File: src/rtl/bcd_xs3_serial_conv.sv
// ============================================================================
// Module   : bcd_xs3_serial_conv
// Purpose  : Multi-digit BCD <-> excess-3 converter, one digit per clock,
//            LSB digit first, with per-digit invalid flags and valid/ready
//            handshakes on both sides.
// Revision : 1.0 - initial release
// ============================================================================
`default_nettype none

module bcd_xs3_serial_conv #(
  parameter int DIGITS = 4
) (
  input  logic                  clk,
  input  logic                  rst,
  input  logic                  in_valid,
  output logic                  in_ready,
  input  logic                  mode,
  input  logic [4*DIGITS-1:0]   in_data,
  output logic                  out_valid,
  input  logic                  out_ready,
  output logic [4*DIGITS-1:0]   out_data,
  output logic [DIGITS-1:0]     err,
  output logic                  any_err,
  output logic                  busy
);

  localparam int IDX_W = (DIGITS > 1) ? $clog2(DIGITS) : 1;
  localparam logic [IDX_W-1:0] LAST_IDX = IDX_W'(DIGITS - 1);

  typedef enum logic [1:0] {
    IDLE = 2'd0,
    CONV = 2'd1,
    DONE = 2'd2
  } state_t;

  state_t               state;
  state_t               state_nxt;
  logic [4*DIGITS-1:0]  src;
  logic                 mode_r;
  logic [IDX_W-1:0]     idx;
  logic [3:0]           digit;
  logic [3:0]           result;
  logic                 digit_err;

  // Status outputs decode only registered state, never the handshake inputs
  assign in_ready  = (state == IDLE);
  assign out_valid = (state == DONE);
  assign busy      = (state == CONV) || (state == DONE);
  assign any_err   = |err;

  // State register
  always_ff @(posedge clk or posedge rst) begin
    if (rst) state <= IDLE;
    else     state <= state_nxt;
  end

  // Next-state logic: accept in IDLE, walk digits in CONV, hold result in DONE
  always_comb begin
    state_nxt = state;
    case (state)
      IDLE:    if (in_valid)          state_nxt = CONV;
      CONV:    if (idx == LAST_IDX)   state_nxt = DONE;
      DONE:    if (out_ready)         state_nxt = IDLE;
      default:                        state_nxt = IDLE;
    endcase
  end

  // Convert the currently selected digit; invalid digits pass through untouched
  always_comb begin
    digit     = src[{idx, 2'b00} +: 4];
    result    = digit;
    digit_err = 1'b0;
    if (!mode_r) begin
      if (digit <= 4'd9) result = digit + 4'd3;
      else               digit_err = 1'b1;
    end else begin
      if ((digit >= 4'd3) && (digit <= 4'd12)) result = digit - 4'd3;
      else                                     digit_err = 1'b1;
    end
  end

  // Datapath: capture the word, then build the result one digit per cycle
  always_ff @(posedge clk or posedge rst) begin
    if (rst) begin
      src      <= '0;
      mode_r   <= 1'b0;
      idx      <= '0;
      out_data <= '0;
      err      <= '0;
    end else begin
      case (state)
        IDLE: begin
          if (in_valid) begin
            src    <= in_data;
            mode_r <= mode;
            err    <= '0;
            idx    <= '0;
          end
        end
        CONV: begin
          out_data[{idx, 2'b00} +: 4] <= result;
          if (digit_err)        err[idx] <= 1'b1;
          if (idx != LAST_IDX)  idx      <= idx + 1'b1;
        end
        default: ;
      endcase
    end
  end

endmodule

`default_nettype wire
File: config.mk
export PLATFORM = sky130hd
export DESIGN_NAME = bcd_xs3_serial_conv
export DESIGN_NICKNAME = d
export VERILOG_FILES = /design/src/rtl/bcd_xs3_serial_conv.sv
export SDC_FILE = /design/constraint.sdc
export NUM_CORES = 1
export LEC_CHECK = 0
export BUFFER_PORTS_ARGS = -buffer_cell sky130_fd_sc_hd__buf_2
export CAP_MARGIN = 30
export CORE_MARGIN = 2
export CORE_UTILIZATION = 53
export DETAILED_ROUTE_END_ITERATION = 8
export GPL_TIMING_DRIVEN = 0
export PLACE_DENSITY = 0.78
export SYNTH_ARGS = -nofsm -noshare
export SYNTH_HDL_FRONTEND = slang
export SYNTH_SLANG_ARGS = --single-unit
File: constraint.sdc
create_clock -name clk -period 3.52 [get_ports clk]
set_input_delay 0.352 -clock clk [delete_from_list [all_inputs] [get_ports clk]]
set_output_delay 0.352 -clock clk [all_outputs]
set_load 0.005 [all_outputs]
==> results of run 1 <==
[registers in the layout, indices dropped and copies added, names as in the netlist]
signal,cells
src,16
state,2
idx,2
out_data,16
mode_r,1
err,4
[cells by family after synthesis]
kind of cell	after synthesis	synth area share [%]
flip-flops	41	47.2
multiplexers	23	13.9
XOR/XNOR	1	0.403
adder cells (fa/ha/maj)	14	8.06
AND/OR/NAND/NOR	48	10.0
buffers and inverters	23	4.37
AO/OA/AOI/OAI	55	16.1
[worst register-to-register path: stages, from the launching register on]
cell and delay, ns:
dfrtp_1 0.44, buf_6 0.19, mux4_2 0.62, inv_1 0.12
ha_1 0.30, nand2_1 0.09, a22oi_1 0.18, mux2i_1 0.14
xnor2_1 0.49, o21ai_1 0.14
[placed cells by master (no fill, tap or decap), types with 4 or more instances in the layout]
cell,instances
a21oi_1,11
mux2_2,17
o21ai_1,15
clkbuf_8,6
nor2_1,8
clkbuf_1,4
o21ai_0,14
buf_2,44
nand2_1,29
inv_1,16
ha_1,14
dfrtp_1,41
mux4_2,4
[cell usage after synthesis (2+ instances only)]
library cell,number
nand2_1,29
o21ai_1,15
clkbuf_1,3
mux2_2,17
nor2b_1,2
nor3_1,2
or3_1,2
mux4_2,4
mux2i_1,2
o21a_1,2
inv_1,17
a21oi_1,11
o21ai_0,14
or4_1,3
o32a_1,2
dfrtp_1,41
a22oi_1,3
ha_1,14
nor2_1,8
[area by class of cell]
class                   count  share of cell area [%]
multi-input cells         141                    41.5
flip-flops and latches     41                    40.4
repair buffers             43                    8.48
clock buffers               7                    3.40
inverters                  17                    2.51
well taps                  50                    2.46
plain buffers               6                    1.23
[worst paths after layout]
kind / from / endpoint / slack, ns
max: idx[0] / out_data[4] / 0.67
min: rst / out_data[10] / 0.23
max reg2reg: idx[0] / out_data[4] / 0.67
min reg2reg: out_data[3] / out_data[3] / 0.48
max in group asynchronous: rst / state[1] / 2.76
min in group clk: in_data[10] / src[10] / 0.29
[layer usage]
layer  vias to the layer above  wire (um)  track usage (%)  share of wire [%]
met3                         7        209             5.10                4.7
met4                         0         61             7.50                1.4
li1                        825          -                -                  -
met5                         -          0                0                  0
met2                        47       2340             37.3                 53
met1                       824       1810             26.0                 41
[stage by stage]
step	instances	total power (W)	instance area (um^2)
5_1_grt	305	0.00281	2540
3_3_place_gp	298	0.00223	2450
4_1_cts	305	0.00260	2540
3_5_place_dp	298	0.00229	2450
6_report	305	0.00259	2540
2_1_floorplan	205	0.00189	2170
[power breakdown]
part	switching, W	internal, W
sequential	0.000126	0.000661
clock	0.000153	0.000156
combinational	0.000851	0.000642
==> impl_metrics.json, run 1 <==
{
  "drc": 0,
  "cts_tree": "done",
  "cp.required_ns": 3.68,
  "portBuffers": 43,
  "grt_max_degree": 42,
  "fin_skew_ns": 0.0112,
  "avgViaCountPerCell": 5.58,
  "hold_buffers": 0,
  "dr.pass1.iters": 4,
  "fillers": 322,
  "netlist_instances": 205,
  "path_clk_slew_ns": 0.08,
  "critPathCaptureType": "flip-flop",
  "synth_nets": 240,
  "syn_area_mm2": 0.00217,
  "fin_crit_sh_pct": 80.9,
  "dieArea_mm2": 0.00463,
  "synth_edf_count": 0,
  "final.setup.tns_ns": 0,
  "outcome": "completed",
  "rsz0062_at_grt": "false",
  "grt_usage_pct": 21.5,
  "drt-total-wl_um": 4420,
  "crit_chain": "buf_6, mux4_2, inv_1, ha_1, nand2_1, a22oi_1, mux2i_1, xnor2_1, o21ai_1",
  "r2r_cells": 9,
  "synth_cell_type_count": 33,
  "p_leak_nw": 1.22,
  "drive_gt1_share_pct": 30.6,
  "rows": 23,
  "post-place-ws_ns": 0.724,
  "drtIter0Drc": 111,
  "clock-sinks": 41,
  "ys_seq_area_share_pct": 47.2,
  "drv_slew": 0,
  "seq_area_mm2": 0.00103,
  "fin_nets": 290,
  "hold_viol": 0,
  "die_x_um": 68.1,
  "setup_viol": 0,
  "yosysWarnings": 0,
  "core_area_mm2": 0.00397,
  "start_kind": "flip-flop",
  "ctsResizeCount": 0,
  "synthFlopType": "dfrtp_1",
  "antenna_found_initial": 0,
  "slew_headroom_pct": 43.9,
  "clk_latency_ns": 0.29,
  "grt_pass1_wl_um": 7190,
  "multi_input_comb_area_mm2": 0.00105,
  "postLayoutCoreUtil_pct": 63.9,
  "globalRouteOverflowTotal": 0,
  "peakVddDrop_mv": 0.505,
  "hpwl_um": 3330,
  "crit_family": "multiplexers",
  "cts_made_buffers": 5,
  "cts_buffer_depth": 2,
  "wl_per_cell_um": 14.5,
  "yosys.area.top_type": "dfrtp_1",
  "hold_ws_ns": 0.228,
  "num_antenna_cells": 0,
  "avgSynthCellArea_um2": 10.6,
  "max_freq_mhz": 351,
  "postRouteAntennaNets": 0,
  "hold_path.class": "input port to asynchronous set/reset pin",
  "cap_violations": 0,
  "layout_min_cycle_time_ns": 2.85,
  "power_density_mw_per_mm2": 1020,
  "grt_pass1_vias": 1585,
  "synth_top_area_share_pct": 47.2,
  "cp.depth": 9,
  "ys_ff_latch": 41,
  "setup_ws_ns": 0.672,
  "cpPeakStageDelay_ns": 0.61,
  "path_class": "flip-flop to flip-flop",
  "cts_max_level": 2,
  "cts_setup_buffers": 0,
  "path_buf_inv": 2,
  "tightest_slew_ns": 0.841,
  "gp_congestion": 0.813,
  "cp_slowest_cell": "mux4_2",
  "num_io_pins": 45,
  "cp_data_arrival_time_ns": 3.01,
  "cp_max_fo": 10,
  "initial_core_util_pct": 54.8,
  "synthTopCellsByArea": "dfrtp_1 47%, mux2_2 8.8%, ha_1 8.1%",
  "die_h_um": 68.1,
  "num_vias": 1703,
  "cts-root-buf": "clkbuf_8",
  "area_delta_synth_final_pct": 16.7,
  "async_flop_share_pct": 100
}
No activity file was read; power rests on OpenSTA's default activity.
==> run 2, diff against run 1 <==
Clock period 3.52 ns to 2.8 ns, I/O delays scaled along.
==> run 2 against run 1 <==
Clock skew down 0.0011 ns. Sequential cell count unchanged. Wire length increased by 1.8%. Global-route usage increased by 0.11 points. Maximum frequency increased by 6.3%. Via count fell by 0.70%. Combinational power is 31% higher. Non-clock buffer count rose by 1. Largest power group unchanged.
==> impl_metrics.json, run 2 (synthesized netlist as in run 1, its figures left out) <==
{
  "core_area_mm2": 0.00397,
  "post-place-ws_ns": 0.00375,
  "critPathCaptureType": "flip-flop",
  "fin_nets": 291,
  "dieArea_mm2": 0.00463,
  "layout_min_cycle_time_ns": 2.68,
  "wl_per_cell_um": 14.7,
  "slew_headroom_pct": 43.5,
  "dr.pass1.iters": 4,
  "portBuffers": 43,
  "cts_buffer_depth": 2,
  "cp_max_fo": 10,
  "num_vias": 1691,
  "postLayoutCoreUtil_pct": 64.4,
  "antenna_found_initial": 0,
  "largest_registers": "out_data x16, src x16, err x4",
  "hpwl_um": 3330,
  "globalRouteOverflowTotal": 0,
  "hold_viol": 0,
  "rows": 23,
  "layout.cells.most_common": "buf_2",
  "power_density_mw_per_mm2": 1300,
  "final.setup.tns_ns": 0,
  "startpoint": "idx[0]",
  "grt_pass1_wl_um": 7230,
  "fin_cells": 306,
  "drt-total-wl_um": 4500,
  "initial_core_util_pct": 54.8,
  "cts-root-buf": "clkbuf_8",
  "cts_made_buffers": 5,
  "fin_skew_ns": 0.0101,
  "tightest_slew_ns": 0.847,
  "cts_max_level": 2,
  "path_class": "flip-flop to flip-flop",
  "wl_met2_um": 2380,
  "final_cell_mix": "44 x buf_2, 41 x dfrtp_1, 29 x nand2_1",
  "fin_crit_sh_pct": 95.6,
  "dp.cells": 298,
  "routed.top_layer": "met4",
  "postRouteAntennaNets": 0,
  "die_x_um": 68.1,
  "clock-sinks": 41,
  "gp_congestion": 0.813,
  "num_antenna_cells": 0,
  "cts_tree": "done",
  "cap_violations": 0,
  "hold_buffers": 0,
  "clk_latency_ns": 0.30,
  "outcome": "completed",
  "drtIter0Drc": 112,
  "wl_met3_um": 205,
  "hold_ws_ns": 0.161,
  "drc": 0,
  "grt_pass1_vias": 1578,
  "path_clk_slew_ns": 0.08,
  "peakVddDrop_mv": 0.705,
  "area_delta_synth_final_pct": 17.5,
  "drv_slew": 0,
  "die_h_um": 68.1,
  "rsz0062_at_grt": "false",
  "num_io_pins": 45,
  "hold_path.class": "input port to asynchronous set/reset pin",
  "cp_data_arrival_time_ns": 2.85,
  "cp.required_ns": 2.97,
  "setup_ws_ns": 0.122,
  "drive_gt1_share_pct": 31.6,
  "setup_viol": 0,
  "grt_usage_pct": 21.6,
  "p_leak_nw": 1.23,
  "max_freq_mhz": 373,
  "avgViaCountPerCell": 5.53,
  "grt_max_degree": 42,
  "r2r_start": "idx[0]",
  "start_kind": "flip-flop",
  "drt-met1-wl_um": 1870
}
-- run 2: changes by cell type in the layout (fill, tap and decap cells not counted) --
cell     previous run  this run
buf_4               0         1
ha_1               14        13
ha_2                0         1
xnor2_1             1         0
xnor2_2             0         1
-- run 2: layer usage --
layer  up-vias  global-route usage, %
li1        826                      -
met1       822                   26.0
met2        38                   38.0
met3         5                   5.10
met5         -                      0
met4         0                   6.75
-- run 2: per-stage QoR --
stage,area [um^2],power (W)
after floorplan,2170,0.00237
after global placement,2450,0.00280
after detailed placement,2450,0.00288
after CTS,2550,0.00330
after global routing,2560,0.00360
final,2560,0.00333
-- run 2: final cells by class --
| cell class | instances | area, um^2 |
|---|---|---|
| fillers | 320 | 1420 |
| plain buffers | 6 | 31.3 |
| well taps | 50 | 62.6 |
| multi-input cells | 141 | 1060 |
| clock buffers | 7 | 86.3 |
| flip-flops and latches | 41 | 1030 |
| repair buffers | 44 | 223 |
| inverters | 17 | 63.8 |
-- run 2: where the power goes --
part	total (W)	internal [W]	leakage [nW]	switching, W
Clock	0.000390	0.000196	0.0443	0.000194
Sequential	0.000989	0.000830	0.525	0.000158
Combinational	0.00195	0.000851	0.656	0.00110
Total	0.00333	0.00188	1.23	0.00145
-- run 2: timing repair --
action,4_1_cts,5_1_grt
pin swaps,0,1
setup endpoints to repair,2,6
buffers inserted,0,1
resized for setup,1,1
-- run 2: path summary, 6_finish.rpt --
kind | endpoint | slack, ns | depth (start not counted)
setup / recovery | out_data[5] | 0.12 | 7
hold / removal | out_data[2] | 0.16 | 2
setup reg to reg | out_data[5] | 0.12 | 7
hold reg to reg | out_data[3] | 0.48 | 2
max in group asynchronous | src[2] | 2.11 | 2
min in group clk | src[10] | 0.22 | 2
-- run 2: critical path: stages (launching register included) --
cell and delay [ns]:
dfrtp_1 0.44, buf_6 0.19, mux4_2 0.59, ha_1 0.29
or3_1 0.41, o21a_1 0.15, o311ai_4 0.36, o21ai_1 0.12
==> run 3, diff against run 2 <==
Settings changed: BUFFER_PORTS_ARGS -buffer_cell sky130_fd_sc_hd__buf_2 to unset, DONT_BUFFER_PORTS set to 1, PLACE_DENSITY 0.78 to 0.68.
==> run 3 against run 2 <==
Hold slack lost 0.13 ns. Worst setup slack gained 0.017 ns. Design area shrank 8.5%. Register-to-register slack gained 0.02 ns. Clock skew shrank 0.0075 ns. Critical endpoint is now out_data[9]. Sequential power is essentially flat. Global-route usage grew 1.1 points. Die area is the same. Critical path type unchanged. Maximum frequency grew 0.65%. Final cell count shrank 14%. Via count shrank 6.7%. Combinational power shrank 5%.
==> impl_metrics.json, run 3 (synthesized netlist as in run 1, its figures left out) <==
{
  "avgViaCountPerCell": 6.02,
  "path_class": "flip-flop to flip-flop",
  "crit_chain": "buf_6, mux4_2, ha_1, or3_1, o21a_1, o311ai_4, o21ai_1",
  "hold_ws_ns": 0.0321,
  "r2r_start": "idx[0]",
  "fin_nets": 247,
  "cpPeakStageDelay_ns": 0.61,
  "setup_viol": 0,
  "setup_ws_ns": 0.139,
  "clock-sinks": 41,
  "drtIter0Drc": 77,
  "drive_gt1_share_pct": 18.4,
  "num_io_pins": 45,
  "cts_tree": "done",
  "grt_max_degree": 42,
  "globalRouteOverflowTotal": 0,
  "dr.pass1.iters": 4,
  "start_kind": "flip-flop",
  "top_usage_layer": "met2",
  "fillers": 335,
  "grt_pass1_vias": 1644,
  "hold_buffers": 0,
  "cts_made_buffers": 5,
  "power_density_mw_per_mm2": 1390,
  "num_antenna_cells": 0,
  "cp.required_ns": 2.97,
  "cp_data_arrival_time_ns": 2.83,
  "area_delta_synth_final_pct": 7.54,
  "clk_latency_ns": 0.29,
  "hold_viol": 0,
  "num_vias": 1578,
  "grt.met3_usage_pct": 7.40,
  "final_cell_mix": "40 x dfrtp_1, 29 x nand2_1, 17 x mux2_2",
  "startpoint": "idx[0]",
  "postPlaceCellArea_mm2": 0.00224,
  "path_clk_slew_ns": 0.07,
  "drv_slew": 0,
  "use_met1_pct": 26.8,
  "hold_path.class": "input port to asynchronous set/reset pin",
  "grt_pass1_wl_um": 7670,
  "hpwl_um": 3450,
  "rows": 23,
  "critPathCaptureType": "flip-flop",
  "cts-root-buf": "clkbuf_8",
  "drc": 0,
  "layout_min_cycle_time_ns": 2.66,
  "cap_violations": 0,
  "max_freq_mhz": 376,
  "die_x_um": 68.1,
  "wl_per_cell_um": 17.8,
  "slew_headroom_pct": 43.6,
  "multi_input_comb_area_mm2": 0.00107,
  "portBuffers": 0,
  "cts_buffer_depth": 2,
  "postRouteAntennaNets": 0,
  "core_area_mm2": 0.00397,
  "antenna_found_initial": 0,
  "grt_usage_pct": 22.7,
  "outcome": "completed",
  "cts_setup_buffers": 0,
  "rsz0062_at_grt": "false",
  "die_h_um": 68.1,
  "fin_crit_sh_pct": 95.0,
  "cp_slowest_cell": "mux4_2",
  "p_leak_nw": 1.02,
  "dieArea_mm2": 0.00463,
  "layout.cells.most_common": "dfrtp_1",
  "tightest_slew_ns": 0.844,
  "met2_usage_pct": 38.1,
  "cp_max_fo": 10,
  "design_area_mm2": 0.00234,
  "drt-total-wl_um": 4670,
  "largest_registers": "out_data x16, src x16, err x4",
  "final.setup.tns_ns": 0,
  "cts_max_level": 2,
  "seq_area_mm2": 0.00103,
  "initial_core_util_pct": 54.8,
  "gp_congestion": 0.890,
  "peakVddDrop_mv": 0.853,
  "post-place-ws_ns": -0.00198,
  "fin_skew_ns": 0.00268
}
[run 3: path summary, 6_finish.rpt]
path                                     to  slack (ns)  cells past startpoint
worst min-delay path            out_data[2]        0.03                      1
worst max-delay path            out_data[9]        0.14                      7
worst max register to register  out_data[9]        0.14                      7
worst min register to register       src[5]        0.51                      1
min in group clk                    src[10]        0.13                      1
max in group asynchronous            idx[0]        2.18                      1
[run 3: layer usage]
metal / wire length (um) / up-vias
met3: 385 / 11
met4: 100 / 0
met2: 2330 / 63
met1: 1850 / 778
met5: 0 / -
li1: - / 726
[run 3: worst max-delay path: cells and delay by family, from the launching register on]
kind / cells / cell delay (ns)
flip-flops: 1 / 0.42
AO/OA/AOI/OAI: 3 / 0.63
AND/OR/NAND/NOR: 1 / 0.40
multiplexers: 1 / 0.61
buffers and inverters: 1 / 0.18
adder cells (fa/ha/maj): 1 / 0.29
[run 3: stage by stage]
| step | total power (W) | std cells | utilization, % |
|---|---|---|---|
| 3_5_place_dp | 0.00280 | 255 | 56.3 |
| 6_report | 0.00325 | 262 | 58.9 |
| 5_1_grt | 0.00351 | 262 | 58.9 |
| 3_3_place_gp | 0.00266 | 255 | 56.3 |
| 2_1_floorplan | 0.00237 | 205 | - |
| 4_1_cts | 0.00323 | 262 | 58.7 |
[run 3: repair_timing]
action / CTS / global route
endpoints found under the setup margin: 1 / 8
pin swaps: 0 / 1
gates resized for setup: 1 / 3
[run 3: power breakdown]
group / internal [W] / switching, W
Sequential: 0.000832 / 0.000186
Clock: 0.000195 / 0.000191
Combinational: 0.000768 / 0.00108
[run 3: area by class of cell]
cell class                 instances  area share, %
multi-input combinational        141           45.6
sequential                        41           43.9
clock buffer                       7           3.69
inverter                          17           2.73
tap                               50           2.68
buffer                             6           1.34
